--- config.mk ---
export PLATFORM = sky130hd
export DESIGN_NAME = cfeb_badbit_ctrl
export DESIGN_NICKNAME = d
export VERILOG_FILES = /design/src/rtl/cfeb_badbit_ctrl.sv
export SDC_FILE = /design/constraint.sdc
export NUM_CORES = 1
export LEC_CHECK = 0
export ABC_AREA = 1
export CAP_MARGIN = 30
export CORE_MARGIN = 2
export CORE_UTILIZATION = 51
export CTS_CLUSTER_DIAMETER = 80
export DETAILED_ROUTE_END_ITERATION = 12
export PLACE_DENSITY = 0.81
export RECOVER_POWER = 50
export SYNTH_ARGS = -nofsm -noshare
export SYNTH_HDL_FRONTEND = slang
export SYNTH_SLANG_ARGS = --single-unit
export TNS_END_PERCENT = 100
--- constraint.sdc ---
create_clock -name clock -period 5.5 [get_ports clock]
set_input_delay 0.55 -clock clock [delete_from_list [all_inputs] [get_ports clock]]
set_output_delay 0.55 -clock clock [all_outputs]
set_load 0.02 [all_outputs]
--- src/rtl/cfeb_badbit_ctrl.sv ---
// cfeb_badbit_ctrl
// Control and collection end of the CFEB stuck-bit detection interface.
// Sequences the per-bit checkers (checker reset, periodic check pulse,
// single-bx mode) and collects their sticky bad-bit flags into a registered
// mask, a popcount and an any-bad summary.
//
// Optional feature macro: CFEB_BADBIT_TSTAMP_EN
//   When defined, adds output first_bad_chk and a 16-bit saturating count of
//   check pulses issued since the last CLEAR. first_bad_chk records that
//   count on the first cycle badbit_any is seen high after a CLEAR.
//
// State table:
//   state  | meaning
//   IDLE   | checking stopped; results hold
//   CLEAR  | checker_reset high for CLR_CYC cycles; results cleared on entry
//   RUN    | periodic check pulses; mask follows bit_bad
module cfeb_badbit_ctrl #(
  parameter int NBITS   = 48,
  parameter int CNT_W   = 6,
  parameter int PER_W   = 16,
  parameter int CLR_CYC = 2
) (
  input  logic             clock,
  input  logic             reset_n,
  input  logic             check_en,
  input  logic             badbit_reset,
  input  logic [PER_W-1:0] period,
  input  logic             single_bx_in,
  input  logic [NBITS-1:0] bit_bad,
  output logic             check_pulse,
  output logic             checker_reset,
  output logic             single_bx_mode,
  output logic [NBITS-1:0] badbit_mask,
  output logic [CNT_W-1:0] badbit_count,
  output logic             badbit_any,
`ifdef CFEB_BADBIT_TSTAMP_EN
  output logic [PER_W-1:0] first_bad_chk,
`endif
  output logic             busy
);

  localparam int CLR_W = (CLR_CYC > 1) ? $clog2(CLR_CYC) : 1;

  typedef enum logic [1:0] {
    S_IDLE  = 2'b00,
    S_CLEAR = 2'b01,
    S_RUN   = 2'b10
  } state_t;

  state_t             state_q;
  logic [CLR_W-1:0]   clr_cnt_q;
  logic [PER_W-1:0]   per_cnt_q;
  logic               check_pulse_q;
  logic               checker_reset_q;
  logic               single_bx_q;
  logic [NBITS-1:0]   mask_q;
  logic [CNT_W-1:0]   count_q;
  logic               any_q;

  logic               enter_clear_d;
  logic [PER_W-1:0]   reload_d;
  logic [CNT_W-1:0]   popcount_d;

  // CLEAR is entered on a badbit_reset from any state, or on check_en from IDLE;
  // the reload value maps period 0 and 1 alike to a pulse every cycle.
  always_comb begin
    enter_clear_d = badbit_reset || ((state_q == S_IDLE) && check_en);
    reload_d      = (period == '0) ? '0 : (period - PER_W'(1));
  end

  // Popcount of the registered mask feeding the count pipeline stage.
  always_comb begin
    popcount_d = '0;
    for (int i = 0; i < NBITS; i++) begin
      popcount_d = popcount_d + CNT_W'(mask_q[i]);
    end
  end

  // Main sequencer with registered checker controls and mask capture.
  always_ff @(posedge clock or negedge reset_n) begin
    if (!reset_n) begin
      state_q         <= S_IDLE;
      clr_cnt_q       <= '0;
      per_cnt_q       <= '0;
      check_pulse_q   <= 1'b0;
      checker_reset_q <= 1'b0;
      single_bx_q     <= 1'b0;
      mask_q          <= '0;
    end else begin
      check_pulse_q <= 1'b0;
      if (enter_clear_d) begin
        state_q         <= S_CLEAR;
        clr_cnt_q       <= CLR_W'(CLR_CYC - 1);
        checker_reset_q <= 1'b1;
        single_bx_q     <= single_bx_in;
        mask_q          <= '0;
      end else begin
        case (state_q)
          S_IDLE: begin
            checker_reset_q <= 1'b0;
          end
          S_CLEAR: begin
            if (clr_cnt_q == '0) begin
              checker_reset_q <= 1'b0;
              if (check_en) begin
                state_q   <= S_RUN;
                per_cnt_q <= reload_d;
              end else begin
                state_q <= S_IDLE;
              end
            end else begin
              clr_cnt_q <= clr_cnt_q - CLR_W'(1);
            end
          end
          S_RUN: begin
            if (!check_en) begin
              // Leaving RUN freezes the mask at its last captured value.
              state_q <= S_IDLE;
            end else begin
              mask_q <= bit_bad;
              if (per_cnt_q == '0) begin
                check_pulse_q <= 1'b1;
                per_cnt_q     <= reload_d;
              end else begin
                per_cnt_q <= per_cnt_q - PER_W'(1);
              end
            end
          end
          default: begin
            state_q         <= S_IDLE;
            checker_reset_q <= 1'b0;
          end
        endcase
      end
    end
  end

  // Count and any-bad are one register stage behind the mask; cleared on CLEAR entry.
  always_ff @(posedge clock or negedge reset_n) begin
    if (!reset_n) begin
      count_q <= '0;
      any_q   <= 1'b0;
    end else if (enter_clear_d) begin
      count_q <= '0;
      any_q   <= 1'b0;
    end else begin
      count_q <= popcount_d;
      any_q   <= |mask_q;
    end
  end

`ifdef CFEB_BADBIT_TSTAMP_EN
  logic [15:0]      chk_cnt_q;
  logic [PER_W-1:0] first_bad_q;
  logic             captured_q;

  // Counts pulses already issued; captures once per CLEAR when badbit_any first shows high.
  always_ff @(posedge clock or negedge reset_n) begin
    if (!reset_n) begin
      chk_cnt_q   <= '0;
      first_bad_q <= '0;
      captured_q  <= 1'b0;
    end else if (enter_clear_d) begin
      chk_cnt_q   <= '0;
      first_bad_q <= '0;
      captured_q  <= 1'b0;
    end else begin
      if (check_pulse_q && (chk_cnt_q != 16'hFFFF)) begin
        chk_cnt_q <= chk_cnt_q + 16'd1;
      end
      if (any_q && !captured_q) begin
        first_bad_q <= PER_W'(chk_cnt_q);
        captured_q  <= 1'b1;
      end
    end
  end

  assign first_bad_chk = first_bad_q;
`endif

  assign check_pulse    = check_pulse_q;
  assign checker_reset  = checker_reset_q;
  assign single_bx_mode = single_bx_q;
  assign badbit_mask    = mask_q;
  assign badbit_count   = count_q;
  assign badbit_any     = any_q;
  assign busy           = (state_q != S_IDLE);

endmodule

Yosys cells after proc, flatten, opt, wreduce, memory -nomap -nowiden --
Cells that the tools add are included.
Storage, ports and cells: input port bits 69, memories 0, bits in read-only memories 0, memory bits (writable) 0, output and inout bits 59, word-level logic and storage cells 110, bits in latches 0, bits in registers 77
Operators by class: add/sub/neg operators 50, $mul 0, reduce and logical (&&, ||, !) cells 15, shift-type cells 0, magnitude comparators 0, div/mod/pow operators 0, equal/unequal tests 9, mux-type cells 26, bitwise logic cells 1
Operator list (count):
- adder 6 x 1 -> 6 bit | 42
- two-way mux 48 bit | 3
- two-way mux 16 bit | 5
- OR reduction 48 bit | 1
- logical NOT 16 bit | 2
- case mux 16 bit (2 select lines) | 1
- subtractor 16 x 1 -> 16 bit (second input constant) | 2
- two-way mux 1 bit | 10
- != test 2 bit (second input constant) | 5
- nonzero test 2 bit | 5
- two-way mux 2 bit | 4
- adder 5 x 1 -> 6 bit | 1
- two-way mux 6 bit | 1
- != test 3 bit (second input constant) | 2
- case mux 2 bit (3 select lines) | 1
- adder 4 x 1 -> 5 bit | 1
- AND reduction 5 bit | 1
- adder 3 x 1 -> 4 bit | 1
- AND reduction 2 bit | 2
- adder 2 x 1 -> 3 bit | 1
- AND reduction 3 bit | 1
- adder 1 x 1 -> 2 bit | 1
- == test 2 x 1 -> 1 bit (second input constant) | 1
- == test 2 bit (second input constant) | 1
- 6 further kinds | 6

Logic depth before layout (Yosys ltp) --
Gate-level depths: netlist of the first run.
depth in word-level cells 48, mapped depth 20, depth with buffers taken out 20

Worst setup path before layout of the first run --
No wires, ideal clock.
kind reg2reg, from register mask_q[11], in the netlist badbit_mask[11], to register count_q[4], in the netlist badbit_count[4], stages on the path, launching flop included 20, buffers on the path 0, clock period less this slack 5.108 ns, data arrival time 5.031 ns, data required time 5.423 ns, path slack 0.392 ns, setup time 0.077 ns, path through dfrtp_1 -> inv_1 -> fa_1 -> inv_1 -> fa_1 -> inv_1 -> fa_1 -> fa_1 -> fa_1 -> fa_1 -> fa_1 -> inv_1 -> ha_1 -> inv_1 -> fa_1 -> nor2_1 -> o21ai_0 -> nand2_1 -> o21ai_0 -> a21oi_1
Between the ends: cells in the longest elaborated chain, start to end 38
Ends and longest elaborated chain:
- from (decl) | RTL line 56 | logic [NBITS-1:0] mask_q;
- from (signal assigned) | RTL line 120 | mask_q <= bit_bad;
- adder 6 x 1 -> 6 bit (37 in a row) | RTL line 75 | popcount_d = popcount_d + CNT_W'(mask_q[i]);
- two-way mux 6 bit | RTL line 143 | end else if (enter_clear_d) begin
- to (signal assigned) | RTL line 147 | count_q <= popcount_d;
- to (decl) | RTL line 57 | logic [CNT_W-1:0] count_q;
No other way between the ends. A chain may end at the register's enable or synchronous reset.

Worst setup path after layout of the first run --
from register mask_q[17], in the netlist badbit_mask[17], to register count_q[5], in the netlist badbit_count[5]
Between the ends: cells in the longest elaborated chain, start to end 32
Ends and longest elaborated chain (RTL line):
- adder 6 x 1 -> 6 bit (31 in a row) | 75
- two-way mux 6 bit | 143
No other way between the ends.

==> impl_metrics.py, run 1 <==
metrics = {
    "worst_setup_path": {
        "cp_top_family": "adder cells",
        "cp_common_cell": "fa_1",
        "cp-start-kind": "flop",
        "cp.arrival_ps": 5530,
        "end_kind": "flop",
        "slowest_delay_ps": 600,
        "crit_fanout": 3,
        "cp_slowest_cell": "fa_1",
        "crit_chain": "fa_1 > inv_1 > fa_1 > inv_1 > fa_1 > inv_1 > fa_1 > inv_1 > fa_1 > fa_1 > inv_1 > fa_1 > inv_1 > ha_1 > a21oi_1 > o21bai_1 > nand2_1 > nand2_1 > a21oi_1 > nor2_1",
        "crit_required_ps": 5760,
        "path_class": "reg -> reg",
        "worst-path-buf-inv": 6,
    },
    "drt": {
        "wl_per_cell_um": 15.0,
        "drc_errors": 0,
        "ant_nets": 0,
        "drtIter0Drc": 323,
        "vias": 4925,
        "dr.pass1.iters": 5,
        "totalWireLength_um": 14200,
        "vias_per_cell": 5.19,
    },
    "synth": {
        "ys_types": 34,
        "synth.top_cells.by_area": "dfrtp_1 (35%), fa_1 (14%), nand2_1 (9.4%)",
        "synth_most_common_cell": "nand2_1",
        "synth.avg_cell_area_um2": 8.00,
        "synth_area_um2": 5500,
        "ys_seq_area_share_pct": 35.0,
        "ys_top_cells_by_count": "nand2_1 (138), inv_1 (127), nand3_1 (88)",
        "synthCells": 688,
        "synth_seq_cells": 77,
        "synth_area_leader_cell": "dfrtp_1",
        "yosys_warnings": 0,
        "synth_nets": 813,
        "synth_ff_type": "dfrtp_1",
        "synthArstFlopShare_pct": 100,
        "synth_enable_flop_cells": 0,
        "synth_top_area_share_pct": 35.0,
    },
    "floorplanning": {
        "rows": 37,
        "die_w_um": 108,
        "die_area_um2": 11600,
        "core-area_um2": 10400,
        "ios": 128,
        "start_util_pct": 52.8,
        "dieHeight_um": 108,
    },
    "finish": {
        "final_util_pct": 67.9,
        "n_antenna_cell": 0,
        "final_layout_size_suffix_gt1_share_pct": 5.54,
        "syn_to_final_growth_pct": 28.5,
        "design_area_um2": 7070,
        "nNetsFinal": 933,
        "fin_cells": 949,
    },
    "grt": {
        "gr-total-overflow": 0,
        "grt_pass1_vias": 4760,
        "grt.total_usage_pct": 25.9,
        "grt_antenna_before_repair": 0,
        "grt_max_degree": 78,
        "grt_first_pass_wirelength_um": 23400,
    },
    "pwr": {
        "powerDensity_nw_per_um2": 277,
        "p_sw_uw": 770,
        "switching_share_pct": 39.3,
        "p_int_mw": 1.19,
        "finalPower_mw": 1.96,
        "irDropWorstVdd_mv": 0.155,
        "p_comb_share_pct": 37.1,
        "p_seq_share_pct": 37.9,
        "clkPwrFrac_pct": 25.1,
        "p_leak_nw": 3.45,
    },
    "place": {
        "dp_hpwl_um": 10900,
        "port_buffers": 127,
        "detailedPlace.worstSlack_ps": 220,
        "placed_cell_area_um2": 6840,
        "place_congestion": 0.895,
        "placedCellCount": 931,
    },
    "timing": {
        "rsz0062_at_grt": "no",
        "drv_slew": 51,
        "worst_pin_slew_ps": 2690,
        "setup_ws_ps": 223,
        "hold_viol_final": 0,
        "hold_ws_ps": 479,
        "fmax_mhz": 190,
        "finalCriticalPeriod_ps": 5280,
        "final-setup-viol-count": 0,
        "tns_ps": 0,
        "relSlewSlack_pct": -79.1,
        "fin_crit_sh_pct": 95.9,
        "clock_skew_ps": 9.36,
    },
    "cts": {
        "cts_buffers": 9,
        "clock_path_buffers": 2,
        "cts_hold_buf": 0,
        "clk_pin_slew_ps": 90,
        "htreeDepth": 3,
        "clk_latency_ps": 370,
        "cts.sinks": 77,
        "cts_tree": "built",
        "clock-root-buffer": "clkbuf_8",
    },
    "min_path": {
        "hold_path.class": "reg -> reg",
    },
    "run": {
        "maxCapViolCount": 1,
    },
    "run_status": {
        "status": "complete, but fails checks",
        "violations": "max-capacitance violations, max-slew violations",
    },
}
-- routing by layer --
metal	part of all wire (%)	routed length (um)	GRT usage [%]	vias up
met5	0	0	0	-
met4	1.7	248	8.15	0
met3	5.5	780	4.42	20
met2	47	6680	38.4	162
met1	46	6540	38.7	2355
li1	-	-	-	2388
-- power by group through the flow --
stage	clock network [mW]	logic [mW]	registers, mW
after floorplan	0	0.492	0.751
after global placement	0	0.698	0.749
after detailed placement	0	0.726	0.750
after CTS	0.496	0.734	0.740
after global routing	0.520	0.821	0.752
final	0.491	0.726	0.742
-- sequential cells by signal, summed over array words and instances (netlist names) --
name,flops
badbit_count,6
badbit_mask,48
single_bx_mode,1
clr_cnt_q,1
badbit_any,1
check_pulse,1
checker_reset,1
per_cnt_q,16
state_q,2
-- worst paths after layout --
path,start,to,slack (ps),cells past startpoint
max in group asynchronous,reset_n,badbit_mask[31],1800,2
worst min-delay path,single_bx_mode,single_bx_mode,480,2
worst max-delay path,badbit_mask[17],badbit_count[5],220,20
min in group asynchronous,reset_n,per_cnt_q[15],510,1
worst max register to register,badbit_mask[17],badbit_count[5],220,20
worst min register to register,single_bx_mode,single_bx_mode,480,2
-- area by class of cell --
cell class	instances	area, um^2
Inverter	128	480
Fill cell	864	3340
Clock inverter	7	97.6
Clock buffer	9	124
Multi-Input combinational cell	461	2960
Sequential cell	77	1930
Timing Repair Buffer	131	1310
Tap cell	136	170
-- cells by family (layout without fill, tap and decap cells) --
family / after synthesis / count (layout) / synth area share, %
compound gates: 60 / 60 / 5.91
xor+xnor: 12 / 12 / 1.91
fa+ha+maj: 56 / 56 / 18.0
buf+inv: 150 / 275 / 11.2
flops: 77 / 77 / 35.0
simple gates: 333 / 333 / 27.9
-- tightest hold or removal path, delay by kind of cell (launching register included) --
kind	cells	cell delay [ps]
flops	1	350
simple gates	2	90
-- timing repair --
item,in CTS,in global routing
buffers inserted,0,1
gates resized for setup,0,2
endpoints found under the setup margin,0,1
-- cell usage in the layout (no fill, tap or decap), drive strengths merged, types with 4 or more instances in the layout --
| cell type | netlist | final |
|---|---|---|
| dfrtp | 77 | 77 |
| inv | 128 | 129 |
| o21ai | 47 | 47 |
| fa | 39 | 39 |
| xor2 | 8 | 8 |
| dlygate4sd3 | 0 | 27 |
| nor3 | 5 | 5 |
| a21oi | 8 | 8 |
| ha | 17 | 17 |
| clkbuf | 11 | 11 |
| nand3 | 90 | 90 |
| nand3b | 7 | 7 |
| nor2 | 72 | 72 |
| nand4 | 6 | 6 |
| clkdlybuf4s50 | 0 | 99 |
| xnor2 | 4 | 4 |
| nand2 | 144 | 144 |
| nor4 | 7 | 7 |
Note: power is estimated with default switching activity, not from simulation.
==> inputs of run 2 (changes only) <==
--- a/config.mk
+++ b/config.mk
@@ -8,10 +8,11 @@
 export ABC_AREA = 1
 export CAP_MARGIN = 30
 export CORE_MARGIN = 2
-export CORE_UTILIZATION = 51
+export CORE_UTILIZATION = 40
 export CTS_CLUSTER_DIAMETER = 80
+export CTS_CLUSTER_SIZE = 14
 export DETAILED_ROUTE_END_ITERATION = 12
-export PLACE_DENSITY = 0.81
+export PLACE_DENSITY = 0.66
 export RECOVER_POWER = 50
 export SYNTH_ARGS = -nofsm -noshare
 export SYNTH_HDL_FRONTEND = slang
==> run 2 against run 1 <==
  * The run still ends with max-capacitance violations, max-slew violations left
  * Cell area up 2.3%
  * Sequential share of layout area shrank 0.62 points
  * Highest routed layer unchanged
  * Via count rose by 1.3%
  * Clock skew is 3.0 ps lower
  * Final cell count is 4.5% higher
  * Core utilization shrank 14 points
  * Largest cell class unchanged
  * Clock-buffer cell count rose by 1
  * Critical path depth down 1
  * Maximum frequency increased by 0.44%
  * Routed wire length is 6.6% higher
  * Combinational power rose by 0.7%
  * Largest power group unchanged
==> impl_metrics.py, run 2 (synthesis results as in run 1) <==
metrics = {
    "floorplanning": {
        "core-area_um2": 13300,
        "ios": 128,
        "die_area_um2": 14700,
        "dieHeight_um": 121,
        "start_util_pct": 41.2,
        "rows": 42,
        "die_w_um": 121,
    },
    "worst_setup_path": {
        "cp_slowest_cell": "fa_1",
        "crit_required_ps": 5770,
        "worst-path-buf-inv": 5,
        "cp-start-kind": "flop",
        "crit_fanout": 2,
        "path_class": "reg -> reg",
        "slowest_delay_ps": 540,
        "cp.arrival_ps": 5530,
        "crit_chain": "inv_1 > fa_1 > inv_1 > fa_1 > inv_1 > fa_1 > fa_1 > fa_1 > fa_1 > fa_1 > inv_1 > ha_1 > inv_1 > fa_1 > nor2_2 > o21ai_0 > nand2_1 > o21ai_0 > a21oi_1",
        "cp_top_family": "adder cells",
        "end_kind": "flop",
        "cp_common_cell": "fa_1",
    },
    "timing": {
        "fmax_mhz": 190,
        "relSlewSlack_pct": -120,
        "fin_crit_sh_pct": 95.5,
        "worst_pin_slew_ps": 3300,
        "drv_slew": 62,
        "finalCriticalPeriod_ps": 5250,
        "hold_viol_final": 0,
        "clock_skew_ps": 6.37,
        "final-setup-viol-count": 0,
    },
    "cts": {
        "clock-root-buffer": "clkbuf_16",
        "clock_path_buffers": 2,
        "cts.sinks": 77,
        "clk_pin_slew_ps": 60,
        "cts_tree": "built",
        "cts_buffers": 9,
        "htreeDepth": 3,
        "clk_latency_ps": 350,
    },
    "place": {
        "placed_cell_area_um2": 6930,
        "placedCellCount": 973,
        "port_buffers": 127,
        "place_congestion": 0.875,
        "dp_hpwl_um": 11700,
    },
    "pwr": {
        "p_leak_nw": 3.51,
        "finalPower_mw": 2.12,
        "irDropWorstVdd_mv": 0.203,
        "clkPwrFrac_pct": 30.3,
        "switching_share_pct": 37.0,
        "p_sw_uw": 782,
        "powerDensity_nw_per_um2": 292,
        "p_seq_share_pct": 35.2,
        "p_comb_share_pct": 34.5,
        "p_int_mw": 1.33,
    },
    "finish": {
        "n_antenna_cell": 0,
        "final_layout_size_suffix_gt1_share_pct": 5.64,
        "design_area_um2": 7240,
        "syn_to_final_growth_pct": 31.5,
        "nNetsFinal": 936,
        "layout_commonest_cell": "nand2_1",
        "layout_common_cells": "nand2_1 (139), inv_1 (127), clkdlybuf4s50_1 (100), nand3_1 (88), dfrtp_1 (77)",
        "fin_cells": 992,
        "largest_reg_flops": 48,
    },
    "drt": {
        "drc_errors": 0,
        "ant_nets": 0,
        "vias_per_cell": 5.03,
        "totalWireLength_um": 15200,
        "dr.pass1.iters": 5,
        "vias": 4988,
        "wl_per_cell_um": 15.3,
        "drtIter0Drc": 354,
    },
    "run": {
        "maxCapViolCount": 1,
    },
    "grt": {
        "grt_first_pass_wirelength_um": 24900,
        "gr-total-overflow": 0,
        "grt_antenna_before_repair": 0,
        "grt_max_degree": 64,
        "grt_pass1_vias": 4959,
        "grt.total_usage_pct": 21.6,
    },
    "run_status": {
        "violations": "max-capacitance violations, max-slew violations",
        "status": "complete, but fails checks",
    },
    "min_path": {
        "hold_path.class": "in -> async",
    },
}
## run 2: cell types whose count changed in the layout (fill, tap and decap cells not counted), sizes merged
cell,previous run,this run
clkinvlp,2,0
clkbuf,11,12
buf,3,6
inv,129,128
dlygate4sd3,27,26
clkinv,2,4
clkdlybuf4s50,99,100
## run 2: area by class of cell
| type | instances | area [um^2] |
|---|---|---|
| Fill cell | 1284 | 6110 |
| Multi-Input combinational cell | 461 | 2960 |
| Sequential cell | 77 | 1930 |
| Timing Repair Buffer | 134 | 1330 |
| Inverter | 128 | 480 |
| Clock buffer | 10 | 229 |
| Tap cell | 176 | 220 |
| Clock inverter | 6 | 87.6 |
## run 2: per-layer routing
layer  GRT usage, %  share of wire, %  wire length [um]  vias up
met5              0                 0                 0        -
met4           4.60               1.3               191        0
met3           5.73               5.8               885       15
met2           33.5                47              7150      138
met1           30.6                46              6970     2452
li1               -                 -                 -     2383
## run 2: repair_timing
| item | CTS | global route |
|---|---|---|
| setup buffers | 0 | 3 |
| setup endpoints to repair | 0 | 1 |
| resized for setup | 0 | 1 |
| hold buffers | 0 | 0 |
## run 2: worst paths after layout
check,start,end,slack (ps),cells after the start
min in group clock,single_bx_mode,single_bx_mode,480,2
max in group asynchronous,reset_n,badbit_mask[18],1510,2
min,reset_n,per_cnt_q[8],350,1
min reg2reg,single_bx_mode,single_bx_mode,480,2
max,badbit_mask[35],badbit_count[4],250,19
max reg2reg,badbit_mask[35],badbit_count[4],250,19
## run 2: worst register-to-register path, delay by kind of cell, from the launching register on
kind	cells	cell delay [ps]
compound gates	3	300
fa+ha+maj	9	4000
buf+inv	5	300
flops	1	350
simple gates	2	230
## run 2: per-stage QoR
| step | hold WS (ps) | utilization (%) | TNS [ps] | setup slack, ps |
|---|---|---|---|---|
| 6_report | 348 | 54.2 | 0 | 246 |
| 5_1_grt | 421 | 54.2 | -39.4 | -39.4 |
| 4_1_cts | 76.7 | 54.3 | 0 | 243 |
| 3_5_place_dp | 451 | 51.9 | 0 | 289 |
| 3_3_place_gp | 458 | 51.5 | 0 | 351 |
| 2_1_floorplan | 254 | - | 0 | 392 |
## run 2: power by group through the flow
stage          clock network [mW]  registers (mW)  logic [mW]
2_1_floorplan                   0           0.751       0.492
3_3_place_gp                    0           0.748       0.707
3_5_place_dp                    0           0.752       0.738
4_1_cts                     0.652           0.743       0.742
5_1_grt                     0.677           0.757       0.827
6_report                    0.641           0.745       0.731
==> inputs of run 3 (changes only) <==
--- a/config.mk
+++ b/config.mk
@@ -7,7 +7,6 @@
 export LEC_CHECK = 0
 export ABC_AREA = 1
 export CAP_MARGIN = 30
-export CORE_MARGIN = 2
 export CORE_UTILIZATION = 40
 export CTS_CLUSTER_DIAMETER = 80
 export CTS_CLUSTER_SIZE = 14
==> run 3 against run 2 <==
  * Critical path type unchanged
  * Critical path depth did not move
  * The run still ends with max-capacitance violations, max-slew violations left
  * First-iteration DRC count decreased by 27%
  * Highest routed layer unchanged
  * Clock power decreased by 4.8%
  * Hold slack improved by 10 ps
  * Sequential power about the same
  * Largest cell class unchanged
  * Cell area down 0.55%
  * Setup slack improved by 34 ps
  * Routed wire length shrank 3.9%
  * Combinational power decreased by 1%
  * Clock skew about the same
  * Flip-flop and latch count is the same
  * Power fell by 1.9%
==> impl_metrics.py, run 3 (synthesis results as in run 1) <==
metrics = {
    "run_status": {
        "status": "complete, but fails checks",
        "violations": "max-capacitance violations, max-slew violations",
    },
    "drt": {
        "ant_nets": 0,
        "totalWireLength_um": 14600,
        "drtIter0Drc": 257,
        "wl_per_cell_um": 14.8,
        "vias": 4893,
        "dr.pass1.iters": 5,
        "drc_errors": 0,
        "vias_per_cell": 4.95,
    },
    "worst_setup_path": {
        "slowest_delay_ps": 540,
        "path_class": "reg -> reg",
        "cp_top_family": "adder cells",
        "cp_common_cell": "fa_1",
        "crit_chain": "fa_1 > inv_1 > fa_1 > inv_1 > fa_1 > inv_1 > fa_1 > fa_1 > fa_1 > fa_1 > inv_1 > ha_1 > inv_1 > fa_1 > nor2_1 > o21ai_0 > nand2_1 > o21ai_0 > a21oi_1",
        "worst-path-buf-inv": 5,
        "cp-start-kind": "flop",
        "crit_required_ps": 5770,
        "end_kind": "flop",
        "cp.arrival_ps": 5490,
        "crit_fanout": 3,
        "cp_slowest_cell": "fa_1",
    },
    "finish": {
        "syn_to_final_growth_pct": 30.8,
        "layout_commonest_cell": "nand2_1",
        "nNetsFinal": 933,
        "layout_common_cells": "nand2_1 (139), inv_1 (127), clkdlybuf4s50_1 (99), nand3_1 (88), dfrtp_1 (77)",
        "final_layout_size_suffix_gt1_share_pct": 5.05,
        "largest_reg_flops": 48,
        "regArea_um2": 1930,
        "n_antenna_cell": 0,
        "multi_input_area_um2": 2960,
        "filler_cell_count": 1255,
    },
    "grt": {
        "grt.total_usage_pct": 21.3,
        "gr-total-overflow": 0,
        "grt_first_pass_wirelength_um": 23700,
        "grt_pass1_vias": 4757,
        "grt_max_degree": 64,
        "grt_antenna_before_repair": 0,
    },
    "floorplanning": {
        "ios": 128,
        "start_util_pct": 41.2,
        "rows": 42,
        "dieHeight_um": 119,
        "core-area_um2": 13300,
        "die_area_um2": 14200,
        "die_w_um": 119,
    },
    "pwr": {
        "p_sw_uw": 768,
        "switching_share_pct": 37.0,
        "p_seq_share_pct": 35.8,
        "irDropWorstVdd_mv": 0.142,
        "powerDensity_nw_per_um2": 289,
        "p_leak_nw": 3.48,
        "p_int_mw": 1.31,
        "p_comb_share_pct": 34.9,
        "clkPwrFrac_pct": 29.4,
        "finalPower_mw": 2.08,
    },
    "timing": {
        "fin_crit_sh_pct": 94.9,
        "relSlewSlack_pct": -113,
        "hold_viol_final": 0,
        "drv_slew": 61,
        "rsz0062_at_grt": "no",
        "clock_skew_ps": 6.38,
        "fmax_mhz": 192,
        "worst_pin_slew_ps": 3200,
        "final-setup-viol-count": 0,
        "finalCriticalPeriod_ps": 5220,
        "hold_ws_ps": 358,
        "tns_ps": 0,
    },
    "min_path": {
        "hold_path.class": "in -> async",
    },
    "cts": {
        "htreeDepth": 3,
        "cts.sinks": 77,
        "cts_tree": "built",
        "clk_latency_ps": 340,
        "clock_path_buffers": 2,
        "cts_resized": 0,
        "clock-root-buffer": "clkbuf_16",
        "clk_pin_slew_ps": 60,
        "cts_buffers": 9,
        "cts_setup_buffers": 0,
    },
    "place": {
        "dp_hpwl_um": 11200,
        "place_congestion": 0.878,
        "port_buffers": 127,
    },
    "run": {
        "maxCapViolCount": 1,
    },
}
run 3: cell types whose count changed in the layout (fill, tap and decap cells not counted), sizes merged, moves of 2 or more:
cell,before,now
clkbuf,12,14
clkinvlp,0,2
buf,6,3
clkinv,4,0
run 3: cell type report:
cell class / count / area share (%)
Inverter: 128 / 6.67
Clock buffer: 12 / 3.56
Clock inverter: 3 / 0.626
Sequential cell: 77 / 26.8
Timing Repair Buffer: 131 / 18.2
Tap cell: 176 / 3.06
Multi-Input combinational cell: 461 / 41.1
run 3: worst paths after layout:
path | depth (start not counted) | slack [ps] | end | startpoint
setup / recovery | 19 | 280 | badbit_count[4] | badbit_mask[17]
min in group clock | 2 | 480 | single_bx_mode | single_bx_mode
max in group asynchronous | 2 | 1570 | badbit_mask[47] | reset_n
setup reg to reg | 19 | 280 | badbit_count[4] | badbit_mask[17]
hold / removal | 1 | 360 | per_cnt_q[14] | reset_n
hold reg to reg | 2 | 480 | single_bx_mode | single_bx_mode
run 3: stage by stage:
stage	utilization (%)	instances	area, um^2	worst slack, ps
floorplan	-	688	5500	392
global placement	51.5	971	6870	352
detailed placement	51.9	973	6930	273
CTS	54.2	988	7230	239
global route	53.9	988	7200	20.1
finish	53.9	988	7200	281
run 3: timing repair:
item / in CTS / in global routing
hold buffers: 0 / 0
setup endpoints to repair: 0 / 1
endpoints found under the hold margin: 0 / 0
run 3: routing by layer:
metal	vias up	track usage, %	part of all wire [%]
met4	0	6.09	1.5
li1	2388	-	-
met2	133	33.2	46
met5	-	0	0
met3	18	5.27	6.0
met1	2354	29.4	47
run 3: power by group through the flow:
| stage | Combinational [mW] | Clock, mW | Sequential [mW] |
|---|---|---|---|
| floorplan | 0.492 | 0 | 0.751 |
| global placement | 0.706 | 0 | 0.748 |
| detailed placement | 0.735 | 0 | 0.749 |
| CTS | 0.738 | 0.616 | 0.741 |
| global route | 0.816 | 0.642 | 0.755 |
| finish | 0.724 | 0.610 | 0.743 |
